## src/rtl/uart_pkg.sv

```systemverilog
// Shared UART definitions: receive FSM state encoding and the default
// frame timing constants used by detect_bit, the receiver and the transmitter.
package uart_pkg;

    localparam int CLKS_PER_BIT = 16;
    localparam int DATA_BITS    = 8;
    localparam int FIRST_SAMPLE = 12;

    typedef enum logic [1:0] {
        IDLE,
        DATA,
        PARITY,
        STOP
    } rx_state_t;

endpackage

```

## src/rtl/uart_bit_timer.sv

```systemverilog
// Down-counting bit-period timer: load sets the first interval, tick fires
// when the count reaches zero while enabled, then RELOAD is reloaded.
// Ports: clk, rst_n (sync, active low), load, load_val, en -> tick.
module uart_bit_timer #(
    parameter int WIDTH  = 4,
    parameter int RELOAD = 15
) (
    input  logic             clk,
    input  logic             rst_n,
    input  logic             load,
    input  logic [WIDTH-1:0] load_val,
    input  logic             en,
    output logic             tick
);

    localparam logic [WIDTH-1:0] RLD = WIDTH'(RELOAD);

    logic [WIDTH-1:0] cnt;

    assign tick = en && (cnt == '0);

    always_ff @(posedge clk) begin
        if (!rst_n) begin
            cnt <= '0;
        end else if (load) begin
            cnt <= load_val;
        end else if (en) begin
            cnt <= tick ? RLD : cnt - 1'b1;
        end
    end

endmodule

```

## src/rtl/uart_rx_frame.sv

```systemverilog
// UART receive frame capture: after the startbit pulse, samples rxin at
// the bit centres, assembles data LSB-first and checks parity and stop.
// Ports: clk, rst_n (sync, active low), rxin, startbit -> data_out,
// data_valid (one-cycle strobe), parity_err, frame_err, busy.
module uart_rx_frame #(
    parameter int DATA_BITS    = uart_pkg::DATA_BITS,
    parameter int CLKS_PER_BIT = uart_pkg::CLKS_PER_BIT,
    parameter int FIRST_SAMPLE = uart_pkg::FIRST_SAMPLE,
    parameter int PARITY_EN    = 1,
    parameter int PARITY_ODD   = 0
) (
    input  logic                 clk,
    input  logic                 rst_n,
    input  logic                 rxin,
    input  logic                 startbit,
    output logic [DATA_BITS-1:0] data_out,
    output logic                 data_valid,
    output logic                 parity_err,
    output logic                 frame_err,
    output logic                 busy
);

    import uart_pkg::*;

    localparam int TMAX = (CLKS_PER_BIT > FIRST_SAMPLE) ?
                          CLKS_PER_BIT : FIRST_SAMPLE;
    localparam int CW   = (TMAX > 2) ? $clog2(TMAX) : 1;
    localparam int IW   = $clog2(DATA_BITS);

    localparam logic [CW-1:0] FIRST_LOAD = CW'(FIRST_SAMPLE - 1);
    localparam logic [IW-1:0] LAST_IDX   = IW'(DATA_BITS - 1);

    rx_state_t state_q, state_d;

    logic [DATA_BITS-1:0] shreg;
    logic [IW-1:0]        idx;
    logic                 par_flag;
    logic                 par_calc;
    logic                 tick;
    logic                 start;
    logic                 last_bit;
    logic                 take_data;
    logic                 take_par;
    logic                 take_stop;

    uart_bit_timer #(
        .WIDTH  (CW),
        .RELOAD (CLKS_PER_BIT - 1)
    ) u_timer (
        .clk      (clk),
        .rst_n    (rst_n),
        .load     (start),
        .load_val (FIRST_LOAD),
        .en       (state_q != IDLE),
        .tick     (tick)
    );

    assign last_bit = (idx == LAST_IDX);
    assign par_calc = (^shreg) ^ (PARITY_ODD != 0);

    always_ff @(posedge clk) begin
        if (!rst_n) begin
            state_q <= IDLE;
        end else begin
            state_q <= state_d;
        end
    end

    // startbit is only honoured in IDLE, so pulses mid-frame or on the
    // stop tick leave the timer and bit index untouched.
    always_comb begin
        state_d   = state_q;
        start     = 1'b0;
        take_data = 1'b0;
        take_par  = 1'b0;
        take_stop = 1'b0;
        unique case (state_q)
            IDLE: begin
                if (startbit) begin
                    start   = 1'b1;
                    state_d = DATA;
                end
            end
            DATA: begin
                take_data = tick;
                if (tick && last_bit) begin
                    state_d = (PARITY_EN != 0) ? PARITY : STOP;
                end
            end
            PARITY: begin
                take_par = tick;
                if (tick) begin
                    state_d = STOP;
                end
            end
            STOP: begin
                take_stop = tick;
                if (tick) begin
                    state_d = IDLE;
                end
            end
            default: state_d = IDLE;
        endcase
    end

    always_ff @(posedge clk) begin
        if (!rst_n) begin
            shreg      <= '0;
            idx        <= '0;
            par_flag   <= 1'b0;
            data_out   <= '0;
            data_valid <= 1'b0;
            parity_err <= 1'b0;
            frame_err  <= 1'b0;
            busy       <= 1'b0;
        end else begin
            data_valid <= 1'b0;
            if (start) begin
                shreg    <= '0;
                idx      <= '0;
                par_flag <= 1'b0;
                busy     <= 1'b1;
            end
            // LSB arrives first, so shift in at the top.
            if (take_data) begin
                shreg <= {rxin, shreg[DATA_BITS-1:1]};
                idx   <= idx + 1'b1;
            end
            if (take_par) begin
                par_flag <= (rxin != par_calc);
            end
            if (take_stop) begin
                data_out   <= shreg;
                parity_err <= par_flag;
                frame_err  <= !rxin;
                data_valid <= 1'b1;
                busy       <= 1'b0;
            end
        end
    end

endmodule

```

## config.mk

```make
export PLATFORM = sky130hd
export DESIGN_NAME = uart_rx_frame
export DESIGN_NICKNAME = d
export VERILOG_FILES = /design/src/rtl/uart_pkg.sv /design/src/rtl/uart_bit_timer.sv /design/src/rtl/uart_rx_frame.sv
export SDC_FILE = /design/constraint.sdc
export NUM_CORES = 1
export LEC_CHECK = 0
export ABC_AREA = 0
export BUFFER_PORTS_ARGS = -buffer_cell sky130_fd_sc_hd__buf_2
export CORE_AREA = 2 2 70 72
export DETAILED_ROUTE_END_ITERATION = 10
export DIE_AREA = 0 0 72 74
export PLACE_DENSITY = 0.53
export SETUP_SLACK_MARGIN = 0.2
export SLEW_MARGIN = 5
export SYNTH_ARGS = -nofsm -noshare
export SYNTH_HDL_FRONTEND = slang
export SYNTH_SLANG_ARGS = --single-unit
```

## constraint.sdc

```tcl
create_clock -name clk -period 1.8 [get_ports clk]
set_input_delay 0.27 -clock clk [delete_from_list [all_inputs] [get_ports clk]]
set_output_delay 0.27 -clock clk [all_outputs]
set_load 0.1 [all_outputs]
```

; ---- After elaboration in Yosys (flattened, before gate mapping)
; Index checks and enable logic that the tools add are counted.
; Widths: inputs -> output; s select.
[op_classes]
bitwise = 1
n_eq_ne = 9
mux = 20
addsub = 2
n_reduce_logical = 13
[ops]
columns = cell, count
row1 = $mux 8, 2
row2 = $mux 4, 3
row3 = $mux 1, 8
row4 = $mux 2, 4
row5 = $ne 2x2->1 const B, 4
row6 = $pmux 2 s4, 1
row7 = $reduce_bool 2->1, 4
row8 = $reduce_xor 8->1, 1
row9 = $mux 3, 2
row10 = $eq 2x2->1 const B, 2
row11 = $logic_not 4->1, 1
row12 = $reduce_and 4->1, 1
row13 = $reduce_or 2->1, 2
row14 = $sub 4x1->4 const B, 1
row15 = $add 3x1->3 const B, 1
row16 = $eq 3x3->1 const B, 1
row17 = $eq 2x1->1 const B, 1
row18 = $logic_and 1x1->1, 2
row19 = $logic_not 2->1, 1
row20 = $logic_not 1->1, 1
row21 = $ne 1x1->1, 1
row22 = $not 1->1, 1
[totals]
inputBits = 4
out_inout_bits = 12
word_cells = 56
register_bits = 30

; ---- Depth between registers and ports, before layout
; Gate-level depths: netlist of run 1.
[depth]
depth_word = 5
depth_mapped = 8
mapped_depth_nobuf = 6

; ---- Modules after synthesis
; A second synthesis of run 1 with hierarchy kept.
[hier_totals]
hier_cells = 158
hier_area_um2 = 1462.7
[by_module_without_submodules]
columns = module, area_each_um2, cells_each, instances
row1 = uart_rx_frame, 1164.9, 122, 1
row2 = uart_bit_timer, 297.8, 36, 1

; ---- Worst setup path before layout of run 1
; No wires, ideal clock.
[synth_timing]
path_type = register -> register
startpoint = register state_q[0]
endpoint = register data_out[0]
path_slack_ps = 10
stages_incl_launch_ff = 8
synth_period_minus_slack_ps = 1790
setup_time_ps = 118
path_buffers = 2
t_arrival_ps = 1672
path_cell_list = dfxtp_1 inv_1 ha_1 buf_2 nor4b_4 a21boi_0 buf_2 a22o_1
[synth_via]
elab_chain_cells = 3
[synth_rtl]
columns = item, line_no
row1 = start: declaration, uart_rx_frame.sv:33  ; rx_state_t state_q, state_d;
row2 = start signal: assignment, uart_rx_frame.sv:65  ; state_q <= state_d;
row3 = $reduce_bool 2->1, uart_rx_frame.sv:54  ; .en (state_q != IDLE),
row4 = $logic_and 1x1->1, uart_bit_timer.sv:20  ; assign tick = en && (cnt == '0);
row5 = $mux 1 (*), uart_rx_frame.sv:77  ; unique case (state_q)
row6 = end signal: assignment, uart_rx_frame.sv:133  ; data_out <= shreg;
row7 = end: declaration, uart_rx_frame.sv:16  ; output logic [DATA_BITS-1:0] data_out,
; Every way passes the cells marked *; elsewhere a longest branch is shown, timed or not.
; A chain may end at the register's enable or synchronous reset.

; ---- Worst setup path in the final report of run 1
[layout_timing]
startpoint = register state_q[0]
endpoint = register data_out[1]
; Same word-level chain as after synthesis.

==> results of run 1 <==
[Yosys cell counts (all sizes together)]
| cell | number |
|---|---|
| nand2 | 5 |
| nor2b | 13 |
| a22oi | 10 |
| a41o | 1 |
| ha | 9 |
| dfxtp | 30 |
| buf | 5 |
| inv | 6 |
| xnor2 | 6 |
| nand3 | 1 |
| o21ai | 4 |
| and2 | 2 |
| nand3b | 1 |
| nor3 | 2 |
| o311a | 1 |
| a21boi | 3 |
| a21oi | 3 |
| or3 | 1 |
| and3 | 1 |
| xor2 | 1 |
| nor2 | 1 |
| a22o | 9 |
| clkbuf | 2 |
| mux2i | 2 |
| nand2b | 2 |
| o211a | 1 |
| xnor3 | 1 |
| nor4b | 1 |
| o221ai | 1 |
[sequential cells by signal, indices dropped and copies added (netlist names)]
register / count
data_out: 8
parity_err: 1
frame_err: 1
idx: 3
busy: 1
shreg: 8
u_timer.cnt: 4
data_valid: 1
par_flag: 1
state_q: 2
[repair_timing]
item | 4_1_cts | 5_1_grt
hold endpoints to repair | 0 | 0
setup buffers | 2 | 3
pin swaps | 2 | 5
gates resized for setup | 0 | 14
gates cloned | 0 | 2
endpoints found under the setup margin | 24 | 23
[metrics by stage]
stage	cell area (um^2)	setup WS, ps	cells
after floorplan	1350	70.6	125
after global placement	1500	130	192
after detailed placement	1500	41.3	192
after CTS	1660	194	202
after global routing	1750	90.8	207
final	1750	175	207
[critical path, stage by stage (launching register included)]
cell	delay, ps
dfxtp_2	350
inv_4	50
ha_4	160
nor4b_4	390
a21boi_1	120
buf_4	200
a22o_1	240
[routing by layer]
metal  global-route usage [%]  up-vias
met2                     18.0       16
met3                     4.47        6
li1                         -      497
met4                     4.40        0
met5                        0        -
met1                     12.3      464
[kinds of logic (layout without fill, tap and decap cells)]
logic type / count (synthesis) / count (layout) / synth area share, %
compound gates: 33 / 33 / 19.1
xor+xnor: 8 / 8 / 6.39
fa+ha+maj: 9 / 9 / 8.58
buf+inv: 13 / 41 / 4.39
flops: 30 / 30 / 45.8
mux: 2 / 2 / 1.53
simple gates: 30 / 30 / 14.3
[how the worst max path moves through the flow]
| stage | from | to | cells past startpoint |
|---|---|---|---|
| after global placement | state_q[1]$_SDFFE_PN0P_ | data_out[2]$_SDFFE_PN0P_ | 6 |
| after detailed placement | state_q[1]$_SDFFE_PN0P_ | shreg[6]$_SDFFE_PN0P_ | 7 |
| after global routing | state_q[0]$_SDFFE_PN0P_ | data_out[7]$_SDFFE_PN0P_ | 6 |
| after CTS | state_q[1]$_SDFFE_PN0P_ | shreg[6]$_SDFFE_PN0P_ | 7 |
| after floorplan | state_q[0]$_SDFFE_PN0P_ | data_out[0]$_SDFFE_PN0P_ | 7 |
| final | state_q[0]$_SDFFE_PN0P_ | data_out[1]$_SDFFE_PN0P_ | 6 |
[area by class of cell]
type,instances,share of cell area [%]
multi-input combinational,82,39.9
sequential,30,34.7
timing repair buffer,27,12.1
clock buffer,6,4.71
tap,54,3.85
clock inverter,2,3.42
inverter,6,1.43
[where the power goes]
| part | total, mW | leakage, nW | switching (mW) | internal (mW) |
|---|---|---|---|---|
| logic | 0.787 | 0.430 | 0.408 | 0.379 |
| clock network | 0.845 | 0.0714 | 0.255 | 0.590 |
| registers | 0.807 | 0.245 | 0.0648 | 0.743 |
| total | 2.44 | 0.746 | 0.728 | 1.71 |
==> metrics, run 1 <==
met3 wire length 102 um; largest net degree at the start of global routing 22; DRT iter0 DRCs 47; hpwl dp 1.81 mm; num ports 16; final WL ~2.6 mm; GRT overflow 0; first-pass GRT wire length ~4.3 mm; Final setup viols 0; Worst-path clk slew 60 ps; CTS Sinks 30; Die W 72 um; # rows 25; commonest non-fill, non-tap cell in the layout dfxtp_1; gate count of the mapped netlist roughly 130; hold slack 230 ps; Num CTS Buffers 5; hold endpoint frame_err$_SDFFE_PN0P_; GR Util All Layers roughly 11%; syn_area_per_cell 10.5 um^2; Reg2Reg Launch Point state_q[0]$_SDFFE_PN0P_; port bufs 15; hold_sp rxin; max-slew violations 0; Pre-antenna DRT Iters 4; WP data required 1970 ps; crit-path max FO 11; most frequent cells in the layout dfxtp_1 (26), buf_2 (15), nor2b_1 (13), a22o_1 (9); Ys Warns 0; skew final 8.87 ps; Root Buffer clkbuf_8; Vias about 980; Starting Density 28.5%; Peak supply drop 350 uV; die area 0.00533 mm^2; Clock Path Buffers 2; reg2reg path depth 6; cell taking the most area after synthesis dfxtp_1; Area Overhead vs Synth 33.7%; Yosys reg bits 30; post-synthesis sequential area ratio around 46%; Worst R2R Setup Slack 170 ps; leading post-synthesis cells by cell area dfxtp_1 (46%), ha_1 (8.6%), nor2b_1 (6.2%); Worst-Skew Late Latency 280 ps; met2 wire len 1.28 mm; H-tree Lvls 2; Core Box Area 0.00460 mm^2; Tot Pwr about 2.4 mW; period utilization 90.3%; Crit. End Element register; routed metal-1 wirelength between 1 and 1.5 mm; area of the multi-input gates 699 um^2; RSZ-0062 raised after global routing true; vias in the first global route roughly 990; Period minus WS final 1630 ps; uppermost layer routed met4; Pleak 0.746 nW; Chip Height around 74 um; syn nets 138; layout cell share with drive strength beyond 1 ~33%; cell area power density 1390 mW/mm^2; Hold Buf Count CTS 0; relative slew slack 67.5%; setup_tns 0 ps; Final Hold Viols 0; initial antenna violation count 0; critical path class reg -> reg; Distinct cells, synth 30; RR Endpoint data_out[1]$_SDFFE_PN0P_; CTS tree built; worst endpoint data arrival time 1800 ps; Layout Utilization a little under two fifths; GP Congestion just over 0.7; Fillers 457; Antenna Nets Post-Route 0; hold crit path type in -> reg; Mapped Area 0.00131 mm^2; n_diodes 0; WL/cell 12.8 um; DR vias/cell 4.75; MaxCap Viol Count 0; hold path cells 2; CP Launch Type register; Layout Nets between 150 and 200; Synth top area share 45.8%; worst slew pin tran 491 ps; register area 608 um^2; DRC Markers 0; status finished, final reports clean; Max Freq 615 MHz
Note: power is estimated with default switching activity, not from simulation.
==> inputs of run 2 (changes only) <==
--- a/config.mk
+++ b/config.mk
@@ -6,11 +6,11 @@
 export NUM_CORES = 1
 export LEC_CHECK = 0
 export ABC_AREA = 0
-export BUFFER_PORTS_ARGS = -buffer_cell sky130_fd_sc_hd__buf_2
-export CORE_AREA = 2 2 70 72
+export CORE_AREA = 5 5 73 75
 export DETAILED_ROUTE_END_ITERATION = 10
-export DIE_AREA = 0 0 72 74
-export PLACE_DENSITY = 0.53
+export DIE_AREA = 0 0 78 80
+export DONT_BUFFER_PORTS = 1
+export PLACE_DENSITY = 0.5
 export SETUP_SLACK_MARGIN = 0.2
 export SLEW_MARGIN = 5
 export SYNTH_ARGS = -nofsm -noshare
==> run 2 against run 1 <==
Sequential power fell by 1%. First-iteration DRC count rose by 21%. Hold slack got worse by 150 ps. Design area rose by 1.9%. Clock power fell by 22%. Critical path depth rose by 1. Die area rose by 17%. Register-to-register slack barely moved. Clock skew fell by 3.9 ps. Largest power group is now combinational logic. Highest routed layer unchanged.
==> metrics, run 2 (synthesized netlist as in run 1, its figures left out) <==
status finished, final reports clean; Starting Density 28.5% (unchanged); Num CTS Buffers 5 (unchanged); CP Launch Type register; GRT overflow 0 (unchanged); hold crit path type in -> reg; Crit. End Element register; commonest non-fill, non-tap cell in the layout dfxtp_1; Regs by FF count data_out: 8 flops, shreg: 8 flops, u_timer.cnt: 4 flops; worst slew pin tran 289 ps (-202 ps); Max Freq 618 MHz (+0.36%); CP cell instances inv_2 -> ha_4 -> nor4b_4 -> buf_4 -> a21boi_2 -> buf_4 -> a22o_1; period utilization 90.0% (-0.32 points); Final setup viols 0 (unchanged); Reg2Reg Launch Point state_q[0]$_SDFFE_PN0P_; DR vias/cell 4.76 (+0.15%); critical path class reg -> reg; Worst Setup SP state_q[0]$_SDFFE_PN0P_; CTS tree built; GP Congestion 0.704 (-2.6%); GR Util All Layers 9.28% (-1.5 points); WL/cell 14.0 um (+9.5%); skew final 4.99 ps (-3.88 ps); cell mode on critical path buf_4; Area Overhead vs Synth 36.1%; cell area power density 1330 mW/mm^2 (-4.0%); Core Box Area 0.00460 mm^2 (unchanged); Worst-path clk slew 60 ps (about the same); RSZ-0062 raised after global routing true; layout cell share with drive strength beyond 1 38.7% (+5.4 points); CP max stage delay 340 ps (-50 ps); H-tree Lvls 2 (unchanged); RR Endpoint data_out[0]$_SDFFE_PN0P_; Tot Pwr 2.39 mW (-2.2%); final cell count without fillers 209 (+0.97%); n_diodes 0 (unchanged); DRC Markers 0 (unchanged); num ports 16 (unchanged); die area 0.00624 mm^2 (+17%); Worst R2R Setup Slack 180 ps (about the same); setup_tns 0 ps (unchanged); crit-path max FO 6 (-5); initial antenna violation count 0 (unchanged); max-slew violations 0 (unchanged); port bufs 0 (-15); relative slew slack 80.7% (+13 points); # rows 25 (unchanged); vias in the first global route 967 (-2.2%); MaxCap Viol Count 0 (unchanged); Layout Nets 167 (+1.2%); CTS Sinks 30 (unchanged); slowest cell on the critical path dfxtp_2; Clock Path Buffers 2 (unchanged); Peak supply drop 460 uV (+31%); Chip Height 80 um (+8.1%); largest net degree at the start of global routing 22 (unchanged); worst endpoint data arrival time 1790 ps (about the same); Antenna Nets Post-Route 0 (unchanged); Pre-antenna DRT Iters 3 (-1); CP endpoint data_out[0]$_SDFFE_PN0P_; WP data required 1970 ps (about the same); Worst-Skew Late Latency 280 ps (about the same); DRT iter0 DRCs 57 (+21%); Pleak 0.747 nW (+0.19%); most frequent cells in the layout dfxtp_1 (26), buf_4 (23), nor2b_1 (13), a22o_1 (9); hpwl dp 1.80 mm (-0.66%); Root Buffer clkbuf_8; Placed Cells 188 (-2.1%); Layout Utilization 38.9% (+0.71 points); Final Hold Viols 0 (unchanged); Die W 78 um (+8.3%); Period minus WS final 1620 ps (-5.81 ps); Vias 994 (+1.1%); reg2reg path depth 7 (+1); final WL 2.93 mm (+11%); first-pass GRT wire length 4.51 mm (+3.8%)
==> run 2: cell count changes in the layout (fill, tap and decap cells not counted), moves of 2 or more <==
cell / previous run / this run
buf_6: 1 / 5
a22oi_1: 6 / 3
buf_4: 8 / 23
a22oi_2: 4 / 7
clkinv_2: 0 / 2
buf_2: 15 / 0
inv_2: 2 / 4
==> run 2: where the power goes <==
group	total (mW)	switching (mW)	leakage, nW	internal [mW]
registers	0.797	0.0581	0.244	0.739
logic	0.926	0.456	0.445	0.470
clock network	0.662	0.255	0.0579	0.407
==> run 2: per-stage QoR <==
stage | cell area [um^2] | hold WS [ps] | setup WS, ps
floorplan | 1350 | 366 | 70.6
global placement | 1490 | 369 | 71.2
detailed placement | 1490 | 373 | 35.4
CTS | 1640 | 68.5 | 204
global route | 1790 | 66.9 | 98.6
finish | 1790 | 78.3 | 181
==> run 2: worst min-delay path by stage <==
stage                     from                endpoint  slack, ps  cells past startpoint
final                     rxin  frame_err$_SDFFE_PN0P_         80                      1
after global routing      rxin  frame_err$_SDFFE_PN0P_         70                      1
after CTS                 rxin  frame_err$_SDFFE_PN0P_         70                      1
after detailed placement  rxin  frame_err$_SDFFE_PN0P_        370                      1
after global placement    rxin  frame_err$_SDFFE_PN0P_        370                      1
after floorplan           rxin  frame_err$_SDFFE_PN0P_        370                      1
==> run 2: worst max-delay path: cells and delay by family (launching register included) <==
| kind | cells | cell delay (ps) |
|---|---|---|
| AO/OA/AOI/OAI | 2 | 290 |
| flip-flops | 1 | 340 |
| buffers and inverters | 3 | 420 |
| adder cells (fa/ha/maj) | 1 | 170 |
| AND/OR/NAND/NOR | 1 | 300 |
==> run 2: cell type report <==
cell class,count,area [um^2]
fill,449,2810
multi-input combinational,82,733
sequential,30,606
timing repair buffer,29,249
clock buffer,5,68.8
tap,54,67.6
clock inverter,3,40.0
inverter,6,22.5
==> run 2: repair_timing <==
| item | 4_1_cts | 5_1_grt |
|---|---|---|
| setup buffers | 3 | 8 |
| gates resized for setup | 5 | 21 |
| hold buffers | 0 | 0 |
| setup endpoints to repair | 22 | 25 |
| cloned | 1 | 1 |
| pin swaps | 3 | 7 |
==> run 2: per-layer routing <==
layer  global-route usage (%)  routed length (um)  vias to the layer above
met5                        0                   0                        -
met4                     4.90                  47                        0
met3                     3.95                 146                        5
met2                     15.1                1480                       18
met1                     10.2                1250                      473
li1                         -                   -                      498
